==> src/rtl/mult_scheduler_if.sv <==
// Bus bundle for mult_scheduler: two requesters, the shared 4x4 multiplier
// link and the response channel. The scheduler uses the slave modport; the
// environment (requesters, multiplier, response consumer) uses master.
interface mult_scheduler_if;
    // Requester 0
    logic        req0_valid;
    logic [7:0]  req0_a;
    logic [7:0]  req0_b;
    logic        req0_ready;
    // Requester 1
    logic        req1_valid;
    logic [7:0]  req1_a;
    logic [7:0]  req1_b;
    logic        req1_ready;
    // Shared external combinational 4x4 multiplier
    logic [3:0]  mul_m;
    logic [3:0]  mul_q;
    logic [7:0]  mul_p;
    // Response channel
    logic        rsp_valid;
    logic [15:0] rsp_data;
    logic        rsp_id;
    logic        rsp_ready;
    // Status
    logic        busy;

    modport slave (
        input  req0_valid, req0_a, req0_b,
        input  req1_valid, req1_a, req1_b,
        input  mul_p,
        input  rsp_ready,
        output req0_ready, req1_ready,
        output mul_m, mul_q,
        output rsp_valid, rsp_data, rsp_id,
        output busy
    );

    modport master (
        output req0_valid, req0_a, req0_b,
        output req1_valid, req1_a, req1_b,
        output mul_p,
        output rsp_ready,
        input  req0_ready, req1_ready,
        input  mul_m, mul_q,
        input  rsp_valid, rsp_data, rsp_id,
        input  busy
    );
endinterface

==> src/rtl/mult_scheduler.sv <==
// mult_scheduler: arbitrates two requesters onto one shared external 4x4
// combinational multiplier and builds the 8x8 product from four nibble
// partial products over four MUL cycles.
//
// Optional feature: define MULT_SCHED_RR_EN for round-robin arbitration on
// ties; otherwise req0 has fixed priority and no pointer register exists.
//
// Timing: accept edge E0, MUL steps on E1..E4, DONE entered on E4, response
// registered on E5 and held until rsp_ready is sampled high.
module mult_scheduler (
    input  logic                clk,
    input  logic                rst,
    mult_scheduler_if.slave     bus_io
);

    typedef enum logic [1:0] {
        StIdle,
        StMul,
        StDone
    } state_e;

    state_e      state_q;
    logic [7:0]  a_q;
    logic [7:0]  b_q;
    logic        id_q;
    logic [15:0] acc_q;
    logic [1:0]  step_q;
    logic [3:0]  mul_m_q;
    logic [3:0]  mul_q_q;
    logic        rsp_valid_q;
    logic [15:0] rsp_data_q;
    logic        rsp_id_q;
`ifdef MULT_SCHED_RR_EN
    // 1: req1 preferred on the next tie (req0 was served last)
    logic        pref_q;
`endif

    logic        grant;
    logic        ready0;
    logic        ready1;
    logic        accept;
    logic [7:0]  sel_a;
    logic [7:0]  sel_b;
    logic [15:0] partial;
    logic [15:0] acc_sum;
    logic [3:0]  next_m;
    logic [3:0]  next_q;

    // Grant selection from the current valids; a lone valid always wins.
    always_comb begin
`ifdef MULT_SCHED_RR_EN
        grant = bus_io.req0_valid ? (bus_io.req1_valid & pref_q) : 1'b1;
`else
        grant = ~bus_io.req0_valid;
`endif
    end

    // Ready only in IDLE, only to the granted side, never during reset.
    always_comb begin
        ready0 = (state_q == StIdle) && !rst && (grant == 1'b0);
        ready1 = (state_q == StIdle) && !rst && (grant == 1'b1);
        accept = grant ? (bus_io.req1_valid && ready1) : (bus_io.req0_valid && ready0);
        sel_a  = grant ? bus_io.req1_a : bus_io.req0_a;
        sel_b  = grant ? bus_io.req1_b : bus_io.req0_b;
    end

    // Align the current partial product and pick the operand nibbles for the
    // following step (zero after the last step so the multiplier idles at 0).
    always_comb begin
        partial = 16'd0;
        next_m  = 4'd0;
        next_q  = 4'd0;
        unique case (step_q)
            2'd0: begin
                partial = {8'd0, bus_io.mul_p};
                next_m  = a_q[7:4];
                next_q  = b_q[3:0];
            end
            2'd1: begin
                partial = {4'd0, bus_io.mul_p, 4'd0};
                next_m  = a_q[3:0];
                next_q  = b_q[7:4];
            end
            2'd2: begin
                partial = {4'd0, bus_io.mul_p, 4'd0};
                next_m  = a_q[7:4];
                next_q  = b_q[7:4];
            end
            2'd3: begin
                partial = {bus_io.mul_p, 8'd0};
                next_m  = 4'd0;
                next_q  = 4'd0;
            end
            default: begin
                partial = 16'd0;
            end
        endcase
        acc_sum = acc_q + partial;
    end

    // Control FSM with registered datapath and outputs.
    always_ff @(posedge clk or posedge rst) begin
        if (rst) begin
            state_q     <= StIdle;
            a_q         <= 8'd0;
            b_q         <= 8'd0;
            id_q        <= 1'b0;
            acc_q       <= 16'd0;
            step_q      <= 2'd0;
            mul_m_q     <= 4'd0;
            mul_q_q     <= 4'd0;
            rsp_valid_q <= 1'b0;
            rsp_data_q  <= 16'd0;
            rsp_id_q    <= 1'b0;
`ifdef MULT_SCHED_RR_EN
            pref_q      <= 1'b0;
`endif
        end else begin
            unique case (state_q)
                StIdle: begin
                    if (accept) begin
                        a_q     <= sel_a;
                        b_q     <= sel_b;
                        id_q    <= grant;
                        acc_q   <= 16'd0;
                        step_q  <= 2'd0;
                        // Step-0 operands are presented as soon as MUL starts
                        mul_m_q <= sel_a[3:0];
                        mul_q_q <= sel_b[3:0];
                        state_q <= StMul;
`ifdef MULT_SCHED_RR_EN
                        pref_q  <= ~grant;
`endif
                    end
                end
                StMul: begin
                    acc_q   <= acc_sum;
                    mul_m_q <= next_m;
                    mul_q_q <= next_q;
                    step_q  <= step_q + 2'd1;
                    if (step_q == 2'd3) begin
                        state_q <= StDone;
                    end
                end
                StDone: begin
                    // First DONE cycle publishes the result; it then holds
                    // until the consumer takes it.
                    if (!rsp_valid_q) begin
                        rsp_valid_q <= 1'b1;
                        rsp_data_q  <= acc_q;
                        rsp_id_q    <= id_q;
                    end else if (bus_io.rsp_ready) begin
                        rsp_valid_q <= 1'b0;
                        state_q     <= StIdle;
                    end
                end
                default: begin
                    state_q <= StIdle;
                end
            endcase
        end
    end

    assign bus_io.req0_ready = ready0;
    assign bus_io.req1_ready = ready1;
    assign bus_io.mul_m      = mul_m_q;
    assign bus_io.mul_q      = mul_q_q;
    assign bus_io.rsp_valid  = rsp_valid_q;
    assign bus_io.rsp_data   = rsp_data_q;
    assign bus_io.rsp_id     = rsp_id_q;
    assign bus_io.busy       = (state_q != StIdle);

`ifndef SYNTHESIS
    ready_onehot_a: assert property (@(posedge clk) disable iff (rst) !(ready0 && ready1));
    mul_quiet_a: assert property (@(posedge clk) disable iff (rst)
        (state_q != StMul) |-> (mul_m_q == 4'd0 && mul_q_q == 4'd0));
`endif

endmodule

==> src/flat_wrapper.sv <==
// flat-port wrapper written by rule: the top's interface ports become plain ports
module mult_scheduler_flat 
  (clk, rst, bus_io_req0_valid, bus_io_req0_a, bus_io_req0_b, bus_io_req1_valid, bus_io_req1_a, bus_io_req1_b, bus_io_mul_p, bus_io_rsp_ready, bus_io_req0_ready, bus_io_req1_ready, bus_io_mul_m, bus_io_mul_q, bus_io_rsp_valid, bus_io_rsp_data, bus_io_rsp_id, bus_io_busy);
  mult_scheduler_if bus_io_i ();
  input  logic clk;
  input  logic rst;
  input wire logic [$bits(bus_io_i.req0_valid)-1:0] bus_io_req0_valid;
  input wire logic [$bits(bus_io_i.req0_a)-1:0] bus_io_req0_a;
  input wire logic [$bits(bus_io_i.req0_b)-1:0] bus_io_req0_b;
  input wire logic [$bits(bus_io_i.req1_valid)-1:0] bus_io_req1_valid;
  input wire logic [$bits(bus_io_i.req1_a)-1:0] bus_io_req1_a;
  input wire logic [$bits(bus_io_i.req1_b)-1:0] bus_io_req1_b;
  input wire logic [$bits(bus_io_i.mul_p)-1:0] bus_io_mul_p;
  input wire logic [$bits(bus_io_i.rsp_ready)-1:0] bus_io_rsp_ready;
  output wire logic [$bits(bus_io_i.req0_ready)-1:0] bus_io_req0_ready;
  output wire logic [$bits(bus_io_i.req1_ready)-1:0] bus_io_req1_ready;
  output wire logic [$bits(bus_io_i.mul_m)-1:0] bus_io_mul_m;
  output wire logic [$bits(bus_io_i.mul_q)-1:0] bus_io_mul_q;
  output wire logic [$bits(bus_io_i.rsp_valid)-1:0] bus_io_rsp_valid;
  output wire logic [$bits(bus_io_i.rsp_data)-1:0] bus_io_rsp_data;
  output wire logic [$bits(bus_io_i.rsp_id)-1:0] bus_io_rsp_id;
  output wire logic [$bits(bus_io_i.busy)-1:0] bus_io_busy;
  assign bus_io_i.req0_valid = bus_io_req0_valid;
  assign bus_io_i.req0_a = bus_io_req0_a;
  assign bus_io_i.req0_b = bus_io_req0_b;
  assign bus_io_i.req1_valid = bus_io_req1_valid;
  assign bus_io_i.req1_a = bus_io_req1_a;
  assign bus_io_i.req1_b = bus_io_req1_b;
  assign bus_io_i.mul_p = bus_io_mul_p;
  assign bus_io_i.rsp_ready = bus_io_rsp_ready;
  assign bus_io_req0_ready = bus_io_i.req0_ready;
  assign bus_io_req1_ready = bus_io_i.req1_ready;
  assign bus_io_mul_m = bus_io_i.mul_m;
  assign bus_io_mul_q = bus_io_i.mul_q;
  assign bus_io_rsp_valid = bus_io_i.rsp_valid;
  assign bus_io_rsp_data = bus_io_i.rsp_data;
  assign bus_io_rsp_id = bus_io_i.rsp_id;
  assign bus_io_busy = bus_io_i.busy;
  mult_scheduler u_core (.clk(clk), .rst(rst), .bus_io(bus_io_i));
endmodule
==> config.mk <==
export PLATFORM = sky130hd
export DESIGN_NAME = mult_scheduler_flat
export DESIGN_NICKNAME = d
export VERILOG_FILES = /design/src/rtl/mult_scheduler_if.sv /design/src/rtl/mult_scheduler.sv /design/src/flat_wrapper.sv
export SDC_FILE = /design/constraint.sdc
export NUM_CORES = 1
export LEC_CHECK = 0
export BUFFER_PORTS_ARGS = -buffer_cell sky130_fd_sc_hd__clkbuf_2
export CAP_MARGIN = 20
export CORE_MARGIN = 2
export CORE_UTILIZATION = 55
export DETAILED_ROUTE_END_ITERATION = 8
export PLACE_DENSITY = 0.8
export REMOVE_ABC_BUFFERS = 1
export SLEW_MARGIN = 10
export SYNTH_ARGS = -nofsm -noshare
export SYNTH_HDL_FRONTEND = slang
export SYNTH_SLANG_ARGS = --single-unit
==> constraint.sdc <==
create_clock -name clk -period 7.41 [get_ports clk]
set_clock_uncertainty 0.1 [all_clocks]
set_input_delay 1.8525 -clock clk [delete_from_list [all_inputs] [get_ports clk]]
set_output_delay 1.8525 -clock clk [all_outputs]
set_load 0.01 [all_outputs]
==> results.toml <==
[synthesis]
synth_edf_count = 0
synth-compound-area-share_pct = 17.66
synth_seq_cells = 63
synth_simple_gate_area_share_pct = 16.00
ys_warn_count = 0
synthMuxAreaShare_pct = 10.34
synthAdderAreaFrac_pct = 7.148
yosysUniqueCellTypes = 54
ys.flop_type = "dfrtp_1"
syn_inst = 366
avgSynthCellArea_um2 = 9.852
synth_xor_area_share_pct = 2.186
syn_area_um2 = 3606
async_flop_share_pct = 100.0
synth_seq_area_share_pct = 43.72
synth_top_family_by_area = "compound AO/OA/AOI/OAI gates"

[outcome]
status = "finished, final reports clean"

[clock_tree]
cts-buffers-inserted = 9
cts_root_buf = "clkbuf_8"
holdBufCountCts = 0
cts.htree.levels = 3
clk_latency_ps = 350
path_clk_slew_ps = 70
cts_tree = "yes"
ctsResizeCount = 0
cts.sinks = 63
cts_setup_buffers = 0
clock_path_buffers = 2

[sta]
min_period_ps = 4624
hold_viol = 0
tns_ps = 0
rsz0062_at_grt = "false"
relSlewSlack_pct = 35.87
tightest_slew_ps = 960.9
fmax_mhz = 216.2
fin_crit_sh_pct = 62.41
final-setup-viol-count = 0
worst_slack_ps = 2786
drv_slew = 0

[power_and_ir_drop]
switching_share_pct = 41.89
p_leak_nw = 2.152
power_frac_seq_pct = 31.1
ir_drop_mv = 0.2603
pwr_density_cell_nw_per_um2 = 453.3
clockPowerShare_pct = 17.5
total_power_mw = 1.928
intPower_mw = 1.120
combPwrFrac_pct = 51.4
p_sw_mw = 0.8075

[run]
maxCapViolCount = 0

[floorplanning]
fp.dieH_um = 84.97
die_area_um2 = 7220
core_um2 = 6350
rows = 29
io-pin-count = 74
start_util_pct = 56.79
dieWidth_um = 84.97

[route]
first_pass_iters = 4
ant_nets = 0
routedWlPerCell_um = 15.26
vias = 2997
vias_per_cell = 5.786
drc = 0
drt_wl_total_um = 7907
drt_first_iter_violations = 92

[critical_path]
worstPathRequired_ps = 5460
path_class = "input pin to output port"
end_kind = "output port"
cp_data_arrival_time_ps = 2670
cp_max_fo = 19
critPathLaunchType = "input pin"

[placed_design]
placedCellCount = 502
port-buffer-count = 73
finalWeightedCongestion = 0.9329
dp_worst_setup_slack_ps = 2778
dpl.hpwl_um = 5753

[finish]
multi_input_area_um2 = 1927
seqCellArea_um2 = 1577
fillers = 515
fin_nets = 501
mostFrequentLayoutCell = "clkbuf_2"
final_cell_mix = "clkbuf_2 (73), dfrtp_1 (63), nand2_1 (35), a21oi_1 (21), o21ai_0 (20)"
antenna_cells = 0
drive_gt1_share_pct = 24.72
fin_cells = 518
syn2layout_area_growth_pct = 17.94

[global_route]
grt_max_degree = 44
grt_first_pass_wirelength_um = 13590
antenna_found_initial = 0
grt_pass1_vias = 2924
grt_remaining_overflow = 0
track_usage_pct = 24.16

[hold_path]
hold_path_class = "flop to flop"
==> critical path, cell delays in order <==
cell	delay, ps
clkbuf_2	450
and2_1	230
clkbuf_2	130
==> synth_stat cells (4+ instances only) <==
cell	number	share of area [%]
buf_2	4	0.56
a221o_1	5	1.4
xor2_1	6	1.5
inv_1	8	0.83
a22o_1	4	0.97
a21oi_1	21	2.9
nor3b_1	6	1.2
a21o_1	13	2.7
nor2_1	16	1.7
dfrtp_1	63	44
nand3_1	17	2.4
mux2_2	11	3.4
ha_1	19	6.6
a22oi_1	4	0.83
clkbuf_1	11	1.1
mux2_1	7	2.2
and2_1	11	1.9
nor2b_1	5	0.87
nor3_1	4	0.56
o21ai_0	20	2.8
a31oi_1	4	0.69
nand2_1	35	3.6
o21ai_1	13	1.8
mux2i_1	17	4.7
==> cell type report <==
| type | count | share of cell area, % |
|---|---|---|
| flip-flops and latches | 63 | 37.07 |
| repair buffers | 77 | 9.297 |
| well taps | 77 | 2.265 |
| multi-input cells | 276 | 45.31 |
| inverters | 9 | 0.7944 |
| clock buffers | 13 | 3.736 |
| clock inverters | 3 | 1.530 |
==> state kept, by name, summed over array words and instances, names as in the netlist <==
signal and flops:
u_core.bus_io.mul_m 4, u_core.a_q 8, u_core.bus_io.rsp_data 16, u_core.step_q 2
u_core.id_q 1, u_core.acc_q 16, u_core.b_q 8, u_core.bus_io.rsp_valid 1
u_core.bus_io.mul_q 4, u_core.bus_io.rsp_id 1, u_core.state_q 2
==> final timing paths <==
path,from,endpoint,slack (ps),cells past startpoint
max,bus_io_req0_valid,bus_io_req0_ready,2790,3
min,u_core.a_q[4]$_DFFE_PP0P_,u_core.a_q[4]$_DFFE_PP0P_,380,2
max reg2reg,u_core.step_q[0]$_DFFE_PP0P_,u_core.acc_q[12]$_DFFE_PP0P_,3830,10
min reg2reg,u_core.a_q[4]$_DFFE_PP0P_,u_core.a_q[4]$_DFFE_PP0P_,380,2
max in group asynchronous,rst,u_core.acc_q[14]$_DFFE_PP0P_,4900,3
min in group asynchronous,rst,u_core.id_q$_DFFE_PP0P_,1450,2
==> kinds of logic (layout without fill, tap and decap cells) <==
family                   count (synthesis)  after routing
multiplexers                            35             35
AO/OA/AOI/OAI                           99             99
AND/OR/NAND/NOR                        113            113
flip-flops                              63             63
adder cells (fa/ha/maj)                 20             20
XOR/XNOR                                 9              9
buffers and inverters                   27            102
==> per-stage QoR <==
stage,util (%),hold WS (ps),cell area [um^2]
after floorplan,-,341.9,3533
after detailed placement,63.45,361.9,4029
final,66.98,377.5,4253
after global routing,66.98,395.1,4253
after global placement,63.45,356.5,4029
after CTS,66.98,379.1,4253
==> layer usage <==
metal | vias up | part of all wire, % | GRT usage [%]
li1 | 1472 | - | -
met1 | 1418 | 44 | 30.64
met2 | 89 | 48 | 38.99
met3 | 18 | 5.7 | 5.642
met4 | 0 | 2.8 | 11.83
met5 | - | 0 | 0
==> power groups by stage <==
stage | clock network, mW | logic [mW] | registers [mW]
2_1_floorplan | 0 | 0.690 | 0.608
3_3_place_gp | 0 | 0.956 | 0.599
3_5_place_dp | 0 | 0.987 | 0.605
4_1_cts | 0.343 | 0.992 | 0.600
5_1_grt | 0.361 | 1.11 | 0.622
6_report | 0.336 | 0.992 | 0.600
(Power assumes the default switching activity.)
